File: config.mk
export PLATFORM = sky130hd
export DESIGN_NAME = addlist_feeder_flat
export DESIGN_NICKNAME = d
export VERILOG_FILES = /design/src/rtl/addlist_feeder_if.sv /design/src/rtl/addlist_feeder.sv /design/src/flat_wrapper.sv
export SDC_FILE = /design/constraint.sdc
export NUM_CORES = 1
export LEC_CHECK = 0
export ABC_AREA = 1
export BUFFER_PORTS_ARGS = -buffer_cell sky130_fd_sc_hd__buf_2
export CORE_AREA = 3 3 143 145
export CTS_CLUSTER_DIAMETER = 50
export DETAILED_ROUTE_END_ITERATION = 8
export DIE_AREA = 0 0 146 148
export GPL_TIMING_DRIVEN = 0
export PLACE_DENSITY = 0.86
export SETUP_SLACK_MARGIN = 0.15
export SLEW_MARGIN = 20
export SYNTH_ARGS = -nofsm -noshare
export SYNTH_HDL_FRONTEND = slang
export SYNTH_SLANG_ARGS = --single-unit
File: constraint.sdc
create_clock -name clk -period 2.17 [get_ports clk]
set_input_delay 0.434 -clock clk [delete_from_list [all_inputs] [get_ports clk]]
set_output_delay 0.434 -clock clk [all_outputs]
set_load 0.02 [all_outputs]
File: src/rtl/addlist_feeder_if.sv
// addlist_feeder_if: memory read port plus 4-word group handshake between feeder and list adder.
interface addlist_feeder_if #(parameter int ADDR_W = 16);
    logic              mem_rd;
    logic [ADDR_W-1:0] mem_addr;
    logic [31:0]       mem_data;
    logic              data_request;
    logic              data_available;
    logic [3:0][31:0]  buffer;
    logic              last;
    modport master (
        output mem_rd, mem_addr, data_available, buffer, last,
        input  mem_data, data_request
    );
    modport slave (
        input  mem_rd, mem_addr, data_available, buffer, last,
        output mem_data, data_request
    );
endinterface

File: src/rtl/addlist_feeder.sv
// addlist_feeder: fetches a word list from sync-read memory and presents it as zero-padded 4-word groups.
module addlist_feeder #(
    parameter int ADDR_W = 16,
    parameter int LEN_W  = 16
) (
    input  logic              clk,
    input  logic              rst,
    input  logic              start,
    input  logic [ADDR_W-1:0] base_addr,
    input  logic [LEN_W-1:0]  length,
    output logic              busy,
    output logic              done,
    addlist_feeder_if.master  bus
);
    localparam logic [1:0] IDLE  = 2'd0;
    localparam logic [1:0] FETCH = 2'd1;
    localparam logic [1:0] READY = 2'd2;
    localparam logic [1:0] DONE  = 2'd3;
    logic [1:0]        state;
    logic [ADDR_W-1:0] addr;
    logic [LEN_W-1:0]  rem;
    logic [2:0]        cyc;
    logic              req_q;
    logic              consume;
    logic [2:0]        issue_k;
    logic [2:0]        cap_k;
    logic              issue_v;
    logic              cap_v;
    logic [LEN_W-1:0]  rem_next;
    // cyc counts cycles since entering FETCH: slot cyc+1 is issued, slot cyc-1 is captured
    assign issue_k  = cyc + 3'd1;
    assign cap_k    = cyc - 3'd1;
    assign issue_v  = rem > LEN_W'(issue_k);
    assign cap_v    = rem > LEN_W'(cap_k);
    assign rem_next = rem > LEN_W'(4) ? rem - LEN_W'(4) : '0;
    assign consume  = bus.data_request & ~req_q;
    assign busy     = state == FETCH || state == READY;
    always_ff @(posedge clk or negedge rst) begin
        if (!rst) begin
            state              <= IDLE;
            addr               <= '0;
            rem                <= '0;
            cyc                <= '0;
            req_q              <= 1'b0;
            done               <= 1'b0;
            bus.mem_rd         <= 1'b0;
            bus.mem_addr       <= '0;
            bus.data_available <= 1'b0;
            bus.buffer         <= '0;
            bus.last           <= 1'b0;
        end else begin
            req_q <= bus.data_request;
            case (state)
                IDLE, DONE: begin
                    if (start) begin
                        addr <= base_addr;
                        rem  <= length;
                        if (length == '0) begin
                            state <= DONE;
                            done  <= 1'b1;
                        end else begin
                            state        <= FETCH;
                            done         <= 1'b0;
                            cyc          <= '0;
                            bus.mem_rd   <= 1'b1;
                            bus.mem_addr <= base_addr;
                        end
                    end
                end
                FETCH: begin
                    cyc <= cyc + 3'd1;
                    if (cyc < 3'd3) begin
                        bus.mem_rd <= issue_v;
                        if (issue_v)
                            bus.mem_addr <= addr + ADDR_W'(issue_k);
                    end else begin
                        bus.mem_rd <= 1'b0;
                    end
                    if (cyc != 3'd0)
                        bus.buffer[cap_k[1:0]] <= cap_v ? bus.mem_data : 32'd0;
                    if (cyc == 3'd4) begin
                        state              <= READY;
                        bus.data_available <= 1'b1;
                        bus.last           <= rem <= LEN_W'(4);
                        addr               <= addr + ADDR_W'(4);
                        rem                <= rem_next;
                    end
                end
                READY: begin
                    if (consume) begin
                        bus.data_available <= 1'b0;
                        if (rem != '0) begin
                            state        <= FETCH;
                            cyc          <= '0;
                            bus.mem_rd   <= 1'b1;
                            bus.mem_addr <= addr;
                        end else begin
                            state    <= DONE;
                            bus.last <= 1'b0;
                            done     <= 1'b1;
                        end
                    end
                end
                default: state <= IDLE;
            endcase
        end
    end
endmodule
File: src/flat_wrapper.sv
// flat-port wrapper written by rule: the top's interface ports become plain ports
module addlist_feeder_flat 
#(
    parameter int ADDR_W = 16,
    parameter int LEN_W  = 16
)
  (clk, rst, start, base_addr, length, busy, done, bus_mem_rd, bus_mem_addr, bus_data_available, bus_buffer, bus_last, bus_mem_data, bus_data_request);
  addlist_feeder_if #(.ADDR_W(ADDR_W)) bus_i ();
  input  logic clk;
  input  logic rst;
  input  logic start;
  input  logic [ADDR_W-1:0] base_addr;
  input  logic [LEN_W-1:0] length;
  output logic busy;
  output logic done;
  output wire logic [$bits(bus_i.mem_rd)-1:0] bus_mem_rd;
  output wire logic [$bits(bus_i.mem_addr)-1:0] bus_mem_addr;
  output wire logic [$bits(bus_i.data_available)-1:0] bus_data_available;
  output wire logic [$bits(bus_i.buffer)-1:0] bus_buffer;
  output wire logic [$bits(bus_i.last)-1:0] bus_last;
  input wire logic [$bits(bus_i.mem_data)-1:0] bus_mem_data;
  input wire logic [$bits(bus_i.data_request)-1:0] bus_data_request;
  assign bus_mem_rd = bus_i.mem_rd;
  assign bus_mem_addr = bus_i.mem_addr;
  assign bus_data_available = bus_i.data_available;
  assign bus_buffer = bus_i.buffer;
  assign bus_last = bus_i.last;
  assign bus_i.mem_data = bus_mem_data;
  assign bus_i.data_request = bus_data_request;
  addlist_feeder #(.ADDR_W(ADDR_W), .LEN_W(LEN_W)) u_core (.clk(clk), .rst(rst), .start(start), .base_addr(base_addr), .length(length), .busy(busy), .done(done), .bus(bus_i));
endmodule
# Word level (Yosys, flattened, before mapping)
# Cells that the tools add are included.
# op_classes
add_sub_neg	5
n_lt_le_gt_ge	7
eq_ne	12
mux	47
bitwise	2
reduce_logical	18
# op_table
cell	n
$mux 16	11
$bwmux 128	1
$demux 32 s2	1
$mux 32	2
$pmux 16 s2	2
$pmux 16 s3	1
$gt 16x3->1	2
$add 16x3->16	1
$add 16x3->16 const B	1
$gt 16x3->1 const B	1
$le 16x3->1 const B	1
$logic_not 16->1	1
$reduce_bool 16->1	1
$sub 16x3->16 const B	1
$mux 1	14
$mux 3	4
$ne 2x2->1 const B	6
$reduce_and 4->1	3
$mux 2	5
$pmux 3 s3	1
$reduce_and 3->1	3
$pmux 1 s2	3
$pmux 2 s3	1
$reduce_and 6->1	1
19 further kinds	23
# word_totals
reg_bits	186
inputBits	68
output_inout_bits	149

# Logic depth before layout (Yosys ltp)
# logic_depth
depth_word	6
ltp_mapped	14

# Least setup slack after synthesis
# OpenSTA, ideal clock, no wires.
# synth_path
path_kind	flip-flop to flip-flop
startpoint	reg u_core.cyc[0]
endpoint	reg u_core.bus.mem_addr[10]
setup_time_ns	0.065
t_arrival_ns	2.109
t_required_ns	2.105
path_slack_ns	-0.004
stages_incl_launch_ff	14
n_path_buf	0
synth_period_minus_slack_ns	2.174
cell_sequence	dfrtp_1 > inv_1 > ha_1 > inv_1 > fa_1 > inv_1 > nand3_1 > nand2_1 > nand2_1 > o21ai_0 > nand3_1 > nand2_1 > nand2_1 > nand2_1
# synth_via
elab_chain_len	5
elab_cells_between_ends	10
classes_between	2 x add/sub; 2 x order compare; 2 x eq/ne; 3 x mux; 1 x reduce/logical
# synth_rtl
element	line	text
from (decl)	addlist_feeder.sv:22	logic [2:0] cyc;
from (signal assigned)	addlist_feeder.sv:71	cyc <= cyc + 3'd1;
$add 3x1->3	addlist_feeder.sv:31	assign issue_k = cyc + 3'd1;
$add 16x3->16	addlist_feeder.sv:75	bus.mem_addr <= addr + ADDR_W'(issue_k);
$mux 16	addlist_feeder.sv:74	if (issue_v)
$mux 16	addlist_feeder.sv:72	if (cyc < 3'd3) begin
$pmux 16 s3	addlist_feeder.sv:53	case (state)
to (signal assigned)	addlist_feeder.sv:66	bus.mem_addr <= base_addr;
to (signal assigned)	addlist_feeder.sv:75	
to (signal assigned)	addlist_feeder.sv:96	bus.mem_addr <= addr;
to (decl)	addlist_feeder_if.sv:11	output mem_rd, mem_addr, data_available, buffer, last,
# Several ways; a longest one is shown, not always the timed one. The select of a mux whose other input is x is not followed.
# A chain may end at the register's enable or synchronous reset.

# Final worst setup path
# layout_path
startpoint	reg u_core.cyc[0]
endpoint	reg u_core.bus.mem_addr[12]
# Same word-level chain as after synthesis.

==> out/qor.yml <==
outcome:
  failed_checks: "setup timing"
  status: "finished, violations left"
clocking:
  cts_tree: "built"
  clk-insertion-delay-late_ns: 0.44
  cts_root_buf: "clkbuf_16"
  cts_hold_buf: 0
  cts_max_level: 4
  numCtsBuffers: 17
  cts.sinks: 186
  path_clk_slew_ns: 0.08
  clock_path_buffers: 2
synthesis:
  yosys.area_share.simple: 0.263
  synth_top_area_frac: 0.494
  yosysSeqAreaShare: 0.494
  ys_warn_count: 0
  synthesis.nets: 1328
  synth_fa_ha_area_frac: 0.0300
  ys_ff_latch: 186
  synth.avg_cell_area_um2: 7.61
  synth_compound_area_frac: 0.124
  ys_async_sr_fraction: 1.00
  synth_area_mm2: 0.00942
  ys_types: 38
  synthMuxAreaShare: 0.00106
  ys.flop_type: "dfrtp_1"
  yosysTopAreaCell: "dfrtp_1"
  syn_inst: 1238
  synth_enable_flop_cells: 0
  synth_top_family_by_area: "simple AND/OR/NAND/NOR gates"
  ys_top_cells_by_area: "dfrtp_1 49%, nand2_1 18%, o21ai_0 7.3%"
  synthXorXnorAreaFrac: 0.0177
worst_setup_path:
  crit_arrival_ns: 2.58
  critPathKind: "reg2reg"
  critPathMaxFanout: 6
  start_kind: "flip-flop"
  rr_worst_depth: 15
  required_ns: 2.54
  crit_path_end_kind: "flip-flop"
pwr:
  p_leak_nw: 6.18
  ir_worst_vdd_v: 0.000838
  power.density_mw_per_mm2: 1770
finish:
  fillCellCount: 1485
  drive_gt1_frac: 0.323
  design_area_mm2: 0.0129
  syn_to_final_growth_pct: 37.0
  diodes: 0
  num-nets-final: 1618
global_routing:
  grtUsageTotal: 0.283
  gr-total-overflow: 0
  grt_max_degree: 95
  grt_antenna_before_repair: 0
  first_global_vias: 9342
  grt_pass1_wl_um: 49300
die:
  rows: 51
  fp.dieH_um: 148
  core_area_mm2: 0.0193
  dieArea_mm2: 0.0216
  boundaryPins: 217
  fp.dieW_um: 146
  start_util: 0.487
place:
  port_buffers: 216
  dp_slack_ns: -0.613
  gp_congestion: 0.984
  placed_cell_area_mm2: 0.0109
  dp_hpwl_um: 21800
route:
  drt_iter0_drc: 1040
  routed_wirelength_um: 33000
  drc: 0
  first_pass_iters: 7
  viasPerCell: 5.52
  antenna_left: 0
  vias: 9963
  wl_per_cell_um: 18.3
hold_path:
  worst_hold_path_type: "in2async"
sta:
  fmax_mhz: 452
  skew_ns: 0.0138
  setup_slack_ns: -0.0444
  slew_viol_final: 0
  setup_viol: 10
  rsz0062_at_grt: "yes"
  fin_crit_ns: 2.21
  finalHoldViolations: 0
  worst_pin_slew_ns: 0.755
  period_share: 1.02
  slew_headroom: 0.497
run:
  drv_cap: 0
## cell usage in the layout (no fill, tap or decap), types with 24 or more instances in the layout
| master | count |
|---|---|
| nor2_4 | 42 |
| nor2_1 | 56 |
| buf_4 | 36 |
| nand2_2 | 35 |
| inv_1 | 89 |
| o21ai_0 | 114 |
| nand2_1 | 413 |
| dfrtp_1 | 182 |
| clkbuf_1 | 24 |
| nand3_1 | 42 |
| buf_2 | 222 |
| a21oi_1 | 45 |
## flip-flops by register name, summed over array words and instances, names as in the netlist
register / flops
u_core.addr: 16
u_core.bus.buffer: 128
u_core.bus.data_available: 1
u_core.bus.last: 1
u_core.bus.mem_addr: 16
u_core.bus.mem_rd: 1
u_core.cyc: 3
u_core.done: 1
u_core.rem: 16
u_core.req_q: 1
u_core.state: 2
## power breakdown
part / internal [W] / leakage (nW) / switching (W)
clock: 0.00160 / 0.293 / 0.00161
combinational: 0.00485 / 3.75 / 0.00832
sequential: 0.00517 / 2.13 / 0.00131
## cells in the mapped netlist (6+ instances only)
cell and count:
nand2_1 449, dfrtp_1 186, o21ai_0 138, nor2_1 102, inv_1 98, a21oi_1 58
nand3_1 51, clkbuf_1 37, ha_1 21, buf_2 14, xor2_1 13, nand4_1 10
o21ai_1 9, buf_4 6, xnor2_1 6
## metrics by stage
stage               setup TNS [ns]  instances   util  hold slack [ns]  total power (W)
finish                      -0.124       1806  0.668           0.0241           0.0229
global route                 -6.08       1806  0.668           0.0605           0.0242
CTS                         -0.163       1776  0.627           0.0446           0.0206
detailed placement          -34.37       1720  0.565            0.460           0.0167
global placement           -451.21       1719  0.563            0.457           0.0164
floorplan                        0       1238      -            0.138           0.0130
## layer usage
| metal | wire, um | share of wire | vias to the layer above | GRT usage |
|---|---|---|---|---|
| met5 | 0 | 0 | - | 0 |
| met4 | 1060 | 0.032 | 0 | 0.113 |
| met3 | 2820 | 0.085 | 102 | 0.0414 |
| met2 | 16600 | 0.50 | 620 | 0.485 |
| met1 | 12600 | 0.38 | 4721 | 0.364 |
| li1 | - | - | 4520 | - |
## worst paths after layout
kind                                            start                 endpoint  slack, ns
worst max-delay path                    u_core.cyc[0]  u_core.bus.mem_addr[12]      -0.04
worst min-delay path                              rst    u_core.bus.buffer[67]       0.02
worst max register to register          u_core.cyc[0]  u_core.bus.mem_addr[12]      -0.04
worst min register to register  u_core.bus.buffer[99]    u_core.bus.buffer[99]       0.48
max in group asynchronous                         rst    u_core.bus.buffer[91]       1.23
min in group clk                     bus_data_request             u_core.req_q       0.13
## cell type report
cell class,instances,area (um^2),area share
sequential,186,4660,0.361
clock buffer,18,439,0.0340
timing repair buffer,272,1680,0.130
inverter,101,404,0.0313
buffer,60,377,0.0292
clock inverter,14,169,0.0131
tap,265,332,0.0257
multi-input combinational,890,4850,0.376
## cell families (layout without fill, tap and decap cells)
group,after synthesis,count (layout)
buffers and inverters,162,465
AND/OR/NAND/NOR,625,625
multiplexers,1,1
XOR/XNOR,19,19
adder cells (fa/ha/maj),22,22
flip-flops,186,186
AO/OA/AOI/OAI,223,223
## worst max-delay path, cell delays in order (launching register included)
cell and delay (ns):
dfrtp_2 0.47, clkinv_4 0.09, buf_4 0.13, ha_4 0.15, inv_2 0.06, fa_2 0.35
inv_2 0.09, nand3_4 0.09, nand2_4 0.13, buf_6 0.11, nand3_1 0.05, nand2_1 0.09
nand3_1 0.06, nand2_1 0.08, nand2_2 0.06, o21ai_2 0.12
## timing repair
action,in CTS,in global routing
gates cloned,3,3
gates resized for setup,110,189
buffers inserted,21,28
pin swaps,10,38
endpoints found under the setup margin,171,181
Note: power is estimated with default switching activity, not from simulation.
